[config.mk]
export PLATFORM = sky130hd
export DESIGN_NAME = tone_sequencer_flat
export DESIGN_NICKNAME = d
export VERILOG_FILES = /design/src/rtl/tone_sequencer_if.sv /design/src/rtl/tone_sequencer.sv /design/src/flat_wrapper.sv
export SDC_FILE = /design/constraint.sdc
export NUM_CORES = 1
export LEC_CHECK = 0
export CORE_MARGIN = 2
export CORE_UTILIZATION = 46
export CTS_BUF_LIST = sky130_fd_sc_hd__clkbuf_4 sky130_fd_sc_hd__clkbuf_8 sky130_fd_sc_hd__clkbuf_16
export DETAILED_ROUTE_END_ITERATION = 10
export PLACE_DENSITY_LB_ADDON = 0.2
export SYNTH_ARGS = -nofsm -noshare
export SYNTH_HDL_FRONTEND = slang
export SYNTH_SLANG_ARGS = --single-unit
[constraint.sdc]
create_clock -name clk -period 3.1 [get_ports clk]
set_input_delay 0.465 -clock clk [delete_from_list [all_inputs] [get_ports clk]]
set_output_delay 0.465 -clock clk [all_outputs]
set_load 0.01 [all_outputs]
[src/rtl/tone_sequencer_if.sv]
// Tone generator and audio codec signal bundle driven by the tone sequencer.
// The master side sequences the generator and feeds the codec FIFO.
interface tone_sequencer_if;
  logic [2:0]  tone_select;
  logic        tone_enable;
  logic        tone_reset;
  logic [23:0] audio_in;
  logic        audio_out_allowed;
  logic [23:0] left_channel_audio_out;
  logic [23:0] right_channel_audio_out;
  logic        write_audio_out;

  modport master (
    output tone_select,
    output tone_enable,
    output tone_reset,
    output left_channel_audio_out,
    output right_channel_audio_out,
    output write_audio_out,
    input  audio_in,
    input  audio_out_allowed
  );

  modport slave (
    input  tone_select,
    input  tone_enable,
    input  tone_reset,
    input  left_channel_audio_out,
    input  right_channel_audio_out,
    input  write_audio_out,
    output audio_in,
    output audio_out_allowed
  );
endinterface

[src/rtl/tone_sequencer.sv]
// Plays a programmable melody on the tone generator, timing note and gap
// durations, and forwards the generator's samples to the codec FIFO.
module tone_sequencer #(
  parameter int  SEQ_LEN    = 8,
  parameter int  NOTE_TICKS = 12500000,
  parameter int  GAP_TICKS  = 1250000,
  parameter int  CW         = 24,
  localparam int IW         = $clog2(SEQ_LEN)
) (
  input  logic             clk,
  input  logic             reset,
  input  logic             start,
  input  logic             stop,
  input  logic             loop,
  input  logic             prog_we,
  input  logic [IW-1:0]    prog_addr,
  input  logic [2:0]       prog_note,
  input  logic             prog_rest,
  tone_sequencer_if.master gen,
  output logic             busy,
  output logic [IW-1:0]    step_index,
  output logic             done
);

  typedef enum logic [2:0] {
    S_IDLE,
    S_LOAD,
    S_PLAY,
    S_GAP,
    S_FINISH
  } state_t;

  typedef struct packed {
    logic       rest;
    logic [2:0] note;
  } step_t;

  localparam logic [CW-1:0] NOTE_LAST = CW'(NOTE_TICKS - 1);
  localparam logic [CW-1:0] GAP_LAST  = CW'(GAP_TICKS - 1);
  localparam logic [IW-1:0] LAST_STEP = IW'(SEQ_LEN - 1);

  step_t         step_table [SEQ_LEN];

  state_t        state_q, state_d;
  logic [IW-1:0] idx_q, idx_d;
  logic [CW-1:0] cnt_q, cnt_d;
  step_t         cur_q, cur_d;
  logic          en_q, en_d;
  logic          rst_q, rst_d;
  logic          done_q;
  logic [23:0]   sample_q;
  logic          write_q;

  // NOTE: the melody table is deliberately left out of reset so a programmed
  // tune survives a reset and can be replayed with start.
  always_ff @(posedge clk) begin
    if (prog_we) begin
      step_table[prog_addr] <= {prog_rest, prog_note};
    end
  end

  // Outputs are registered from the next-state decision so that tone_select,
  // tone_reset and tone_enable line up with the state they describe.
  always_comb begin
    // NOTE: every signal gets a default before the case so no path leaves it
    // unassigned, which would otherwise infer a latch.
    state_d = state_q;
    idx_d   = idx_q;
    cnt_d   = cnt_q;
    cur_d   = cur_q;
    en_d    = 1'b0;
    rst_d   = 1'b0;

    unique case (state_q)
      S_IDLE: begin
        if (start && !stop) begin
          state_d = S_LOAD;
          idx_d   = '0;
        end
      end
      S_LOAD: begin
        state_d = S_PLAY;
        cnt_d   = NOTE_LAST;
        en_d    = ~cur_q.rest;
      end
      S_PLAY: begin
        if (cnt_q == '0) begin
          state_d = S_GAP;
          cnt_d   = GAP_LAST;
        end else begin
          cnt_d = cnt_q - 1'b1;
          en_d  = ~cur_q.rest;
        end
      end
      S_GAP: begin
        if (cnt_q == '0) begin
          if (idx_q != LAST_STEP) begin
            state_d = S_LOAD;
            idx_d   = idx_q + 1'b1;
          end else if (loop) begin
            state_d = S_LOAD;
            idx_d   = '0;
          end else begin
            state_d = S_FINISH;
          end
        end else begin
          cnt_d = cnt_q - 1'b1;
        end
      end
      S_FINISH: begin
        state_d = S_IDLE;
      end
      default: begin
        state_d = S_IDLE;
      end
    endcase

    // The step is fetched on entry to LOAD, so a table write to the playing
    // step only shows up the next time that step is loaded.
    if (state_d == S_LOAD) begin
      cur_d = step_table[idx_d];
      rst_d = 1'b1;
    end

    // Abort wins over everything else, including counter expiry.
    if (stop && state_q != S_IDLE) begin
      state_d = S_IDLE;
      idx_d   = idx_q;
      cnt_d   = '0;
      cur_d   = cur_q;
      en_d    = 1'b0;
      rst_d   = 1'b1;
    end
  end

  // NOTE: state is updated with non-blocking assignments only; the comb block
  // above uses blocking ones because it describes logic, not storage.
  always_ff @(posedge clk) begin
    if (reset) begin
      state_q <= S_IDLE;
      idx_q   <= '0;
      cnt_q   <= '0;
      cur_q   <= '0;
      en_q    <= 1'b0;
      rst_q   <= 1'b0;
      done_q  <= 1'b0;
    end else begin
      state_q <= state_d;
      idx_q   <= idx_d;
      cnt_q   <= cnt_d;
      cur_q   <= cur_d;
      en_q    <= en_d;
      rst_q   <= rst_d;
      done_q  <= (state_d == S_FINISH);
    end
  end

  // Codec path: samples hold while the FIFO is full; silence when disabled.
  always_ff @(posedge clk) begin
    if (reset) begin
      sample_q <= '0;
      write_q  <= 1'b0;
    end else begin
      write_q <= gen.audio_out_allowed & busy;
      if (gen.audio_out_allowed) begin
        sample_q <= en_q ? gen.audio_in : 24'd0;
      end
    end
  end

  assign busy       = (state_q != S_IDLE);
  assign step_index = idx_q;
  assign done       = done_q;

  assign gen.tone_select             = cur_q.note;
  assign gen.tone_enable             = en_q;
  assign gen.tone_reset              = rst_q;
  assign gen.left_channel_audio_out  = sample_q;
  assign gen.right_channel_audio_out = sample_q;
  assign gen.write_audio_out         = write_q;

endmodule

[src/flat_wrapper.sv]
// flat-port wrapper written by rule: the top's interface ports become plain ports
module tone_sequencer_flat 
#(
  parameter int  SEQ_LEN    = 8,
  parameter int  NOTE_TICKS = 12500000,
  parameter int  GAP_TICKS  = 1250000,
  parameter int  CW         = 24,
  localparam int IW         = $clog2(SEQ_LEN)
)
  (clk, reset, start, stop, loop, prog_we, prog_addr, prog_note, prog_rest, busy, step_index, done, gen_tone_select, gen_tone_enable, gen_tone_reset, gen_left_channel_audio_out, gen_right_channel_audio_out, gen_write_audio_out, gen_audio_in, gen_audio_out_allowed);
  tone_sequencer_if gen_i ();
  input  logic clk;
  input  logic reset;
  input  logic start;
  input  logic stop;
  input  logic loop;
  input  logic prog_we;
  input  logic [IW-1:0] prog_addr;
  input  logic [2:0] prog_note;
  input  logic prog_rest;
  output logic busy;
  output logic [IW-1:0] step_index;
  output logic done;
  output wire logic [$bits(gen_i.tone_select)-1:0] gen_tone_select;
  output wire logic [$bits(gen_i.tone_enable)-1:0] gen_tone_enable;
  output wire logic [$bits(gen_i.tone_reset)-1:0] gen_tone_reset;
  output wire logic [$bits(gen_i.left_channel_audio_out)-1:0] gen_left_channel_audio_out;
  output wire logic [$bits(gen_i.right_channel_audio_out)-1:0] gen_right_channel_audio_out;
  output wire logic [$bits(gen_i.write_audio_out)-1:0] gen_write_audio_out;
  input wire logic [$bits(gen_i.audio_in)-1:0] gen_audio_in;
  input wire logic [$bits(gen_i.audio_out_allowed)-1:0] gen_audio_out_allowed;
  assign gen_tone_select = gen_i.tone_select;
  assign gen_tone_enable = gen_i.tone_enable;
  assign gen_tone_reset = gen_i.tone_reset;
  assign gen_left_channel_audio_out = gen_i.left_channel_audio_out;
  assign gen_right_channel_audio_out = gen_i.right_channel_audio_out;
  assign gen_write_audio_out = gen_i.write_audio_out;
  assign gen_i.audio_in = gen_audio_in;
  assign gen_i.audio_out_allowed = gen_audio_out_allowed;
  tone_sequencer #(.SEQ_LEN(SEQ_LEN), .NOTE_TICKS(NOTE_TICKS), .GAP_TICKS(GAP_TICKS), .CW(CW)) u_core (.clk(clk), .reset(reset), .start(start), .stop(stop), .loop(loop), .prog_we(prog_we), .prog_addr(prog_addr), .prog_note(prog_note), .prog_rest(prog_rest), .gen(gen_i), .busy(busy), .step_index(step_index), .done(done));
endmodule
==> summary.md <==
| Metric | Value |
|---|---|
| Ports | 97 |
| Post-synthesis cell area | 4470 um2 |
| Cell at the slowest stage of the critical path | or4_4 |
| Netlist cell types | 68 |
| FFs w/ async S/R, synth | 0% |
| RSZ-0062 raised after global routing | false |
| Grt total ovfl | 0 |
| CTS tree | built |
| Routability Congestion | 0.908 |
| Chip width | 103 um |
| Clock Skew | 0.0113 ns |
| Critical Path Sink Type | register |
| Yosys warnings | 0 |
| First-pass GRT wire length | 17100 um |
| Flop2flop setup slack | 0.15 ns |
| Post-Route WL | 10800 um |
| Biggest area consumer among synthesized cells | dfxtp_1 |
| Hold wc startpoint | u_core.cnt_q[15] |
| R2R depth | 8 |
| Cell mode on critical path | or4_4 |
| Number of synthesized flops with an enable pin | 32 |
| Tot Pwr | 2.90 mW |
| Clock Latency Late Sink | 0.37 ns |
| Count leader, synth | nor2_1 |
| Post-detailed-route wirelength per cell | 15.8 um |
| Reg-to-Reg Start | u_core.cnt_q[18] |
| Buffers on Ports | 96 |
| Final setup viols | 0 |
| Core area | 9330 um2 |
| CP delay by family, top | simple AND/OR/NAND/NOR gates |
| CTS buffer count | 9 |
| Fin crit period | 2.95 ns |
| Vias per inst | 5.50 |
| Synth Instances | 474 |
| Area share of the largest cell type after synthesis | 27.8% |
| Leakage | 1.97 nW |
| Buf/Inv on CP | 1 |
| Layout Nets | 592 |
| Ys flop type | dfxtp_1 |
| Iteration-0 DRC count of the detailed router | 190 |
| Crit Path Max Fanout | 8 |
| Root buffer cell | clkbuf_8 |
| Period utilisation layout | 95.2% |
| Initial core utilization | 47.9% |
| Via Count | 3769 |
| Largest net degree at the start of global routing | 27 |
| Layout Cells excl Fill | 685 |
| Worst Hold Endpoint | u_core.cnt_q[15] |
| Syn avg cell area | 9.43 um2 |
| DP HPWL | 7970 um |
| Fill count | 826 |
| Max-Cap Viols | 0 |
| Max incr delay on CP | 0.58 ns |
| H-tree depth | 3 |
| Sink Count | 94 |
| Pwr/cell area | 514 nW/um2 |
| Rows | 35 |
| Post-synth net total | 515 |
| Max-slew headroom | 51.3% |
| Layout cells sized above 1 | 8.63% |
| Tot GR Track Use | 21.0% |
| Cell chain of the critical path | or4_4 -> or4_4 -> nor3_4 -> buf_4 -> o21a_1 -> a21oi_1 -> a221o_1 -> a311oi_1 |
| Post-CTS Setup Inserts | 0 |
| Hold path cells | 2 |
| Max Buffers Root-to-Sink | 2 |
| Vias in the first global route | 3422 |
| Hold Vio Cnt, Final | 0 |
| Max Fclk | 339 MHz |
| RR Endpoint | u_core.cur_q[3] |
| Placed cell count | 669 |
| Diode count | 0 |
| Worst VDD drop | 448 uV |
| Area contributors post-synth | dfxtp_1 (28%), edfxtp_1 (21%), a21oi_1 (5.7%) |
| DRC | 0 |
| #FFs+latches synth | 94 |
| Sequential-to-total area share from yosys stat | 49.3% |
| Post-CTS Resized | 0 |
| Die ar. | 10500 um2 |
| Status | finished clean |
| Worst EP arrival | 3.23 ns |
| Initial antenna violation count | 0 |
| Fin Setup TNS | 0 ns |
| CP Class | register to register |
| Chip height | 103 um |
| Clock transition at path regs | 0.10 ns |
| Worst Hold Class | register to register |
| Worst slew pin tran | 0.726 ns |
| Slew Limit Fails | 0 |
| Hold buffers post-CTS | 0 |
| First-pass DRT Iterations | 5 |
| Setup crit start kind | register |
| Antenna-violating nets left | 0 |
| Layout area overhead | 26.1% |
| Synth top cells by count | nor2_1 (65), dfxtp_1 (62), a21oi_1 (51), edfxtp_1 (32), buf_4 (29) |
| Required time of the critical path | 3.38 ns |
-- how the worst max path moves through the flow --
stage | endpoint | slack [ns] | cells after the start | start
global route | u_core.cur_q[3] | 0.02 | 8 | u_core.cnt_q[18]
floorplan | u_core.gen.tone_select[1] | 0.37 | 9 | u_core.cnt_q[18]
global placement | u_core.cur_q[3] | 0.24 | 8 | u_core.cnt_q[18]
CTS | u_core.cur_q[3] | 0.15 | 8 | u_core.cnt_q[18]
finish | u_core.cur_q[3] | 0.15 | 8 | u_core.cnt_q[18]
detailed placement | u_core.cur_q[3] | 0.19 | 8 | u_core.cnt_q[18]
-- registers in the layout, summed over array words and instances (netlist names) --
signal,flops
u_core.step_index,3
u_core.gen.left_channel_audio_out,24
u_core.gen.tone_enable,1
u_core.cur_q,1
u_core.gen.write_audio_out,1
u_core.done,1
u_core.state_q,3
u_core.step_table,32
u_core.gen.tone_reset,1
u_core.cnt_q,24
u_core.gen.tone_select,3
-- worst min-delay path: stages, from the launching register on --
cell and delay [ns]:
dfxtp_1 0.33, inv_1 0.05, a21oi_1 0.05
-- cells by family after synthesis --
group	after synthesis	synth area share (%)
xor gates and xnor gates	3	0.588
AOI/OAI and AO/OA	132	19.3
and+or+nand+nor	177	21.1
adders and majority gates	3	0.840
DFF	94	49.3
buffers and inverters	58	7.39
muxes	7	1.60
-- power breakdown --
group | switching, mW | leakage [nW] | internal, mW | total [mW]
clock | 0.458 | 0.0968 | 0.382 | 0.841
sequential | 0.0545 | 0.794 | 1.34 | 1.39
combinational | 0.381 | 1.08 | 0.283 | 0.664
total | 0.894 | 1.97 | 2.00 | 2.90
-- per-stage QoR --
step	cell area (um2)	hold WS, ns	setup WS (ns)	utilization (%)
3_5_place_dp	5430	0.455	0.186	58.2
5_1_grt	5640	0.494	0.0245	60.4
4_1_cts	5640	0.469	0.149	60.4
6_report	5640	0.471	0.149	60.4
3_3_place_gp	5430	0.452	0.237	58.2
2_1_floorplan	4470	0.407	0.366	-
-- layout make-up --
cell class | count | area [um2] | area share [%]
sequential | 94 | 2200 | 39.1
multi-input combinational | 322 | 1940 | 34.4
inverter | 11 | 41.3 | 0.733
tap | 129 | 161 | 2.86
clock buffer | 9 | 124 | 2.20
clock inverter | 7 | 80.1 | 1.42
timing repair buffer | 113 | 1090 | 19.3
-- layout by cell type (no fill, tap or decap), drive strengths merged, types with 4 or more instances in the layout --
master	count
or3	5
nand3b	4
nor2b	25
edfxtp	32
inv	14
or4	4
o21a	4
o21ai	22
clkdlybuf4s50	96
nor4	6
buf	17
nor3	14
a21oi	51
a211oi	11
clkbuf	9
nand2	23
o211ai	8
dfxtp	62
nand2b	7
nor2	66
mux2i	6
nand3	9
-- per-layer routing --
metal	routed length [um]	global-route usage, %
met5	0	0
met4	199	7.49
met2	5530	34.3
met3	635	5.29
met1	4460	27.3
Note: power is estimated with default switching activity, not from simulation.
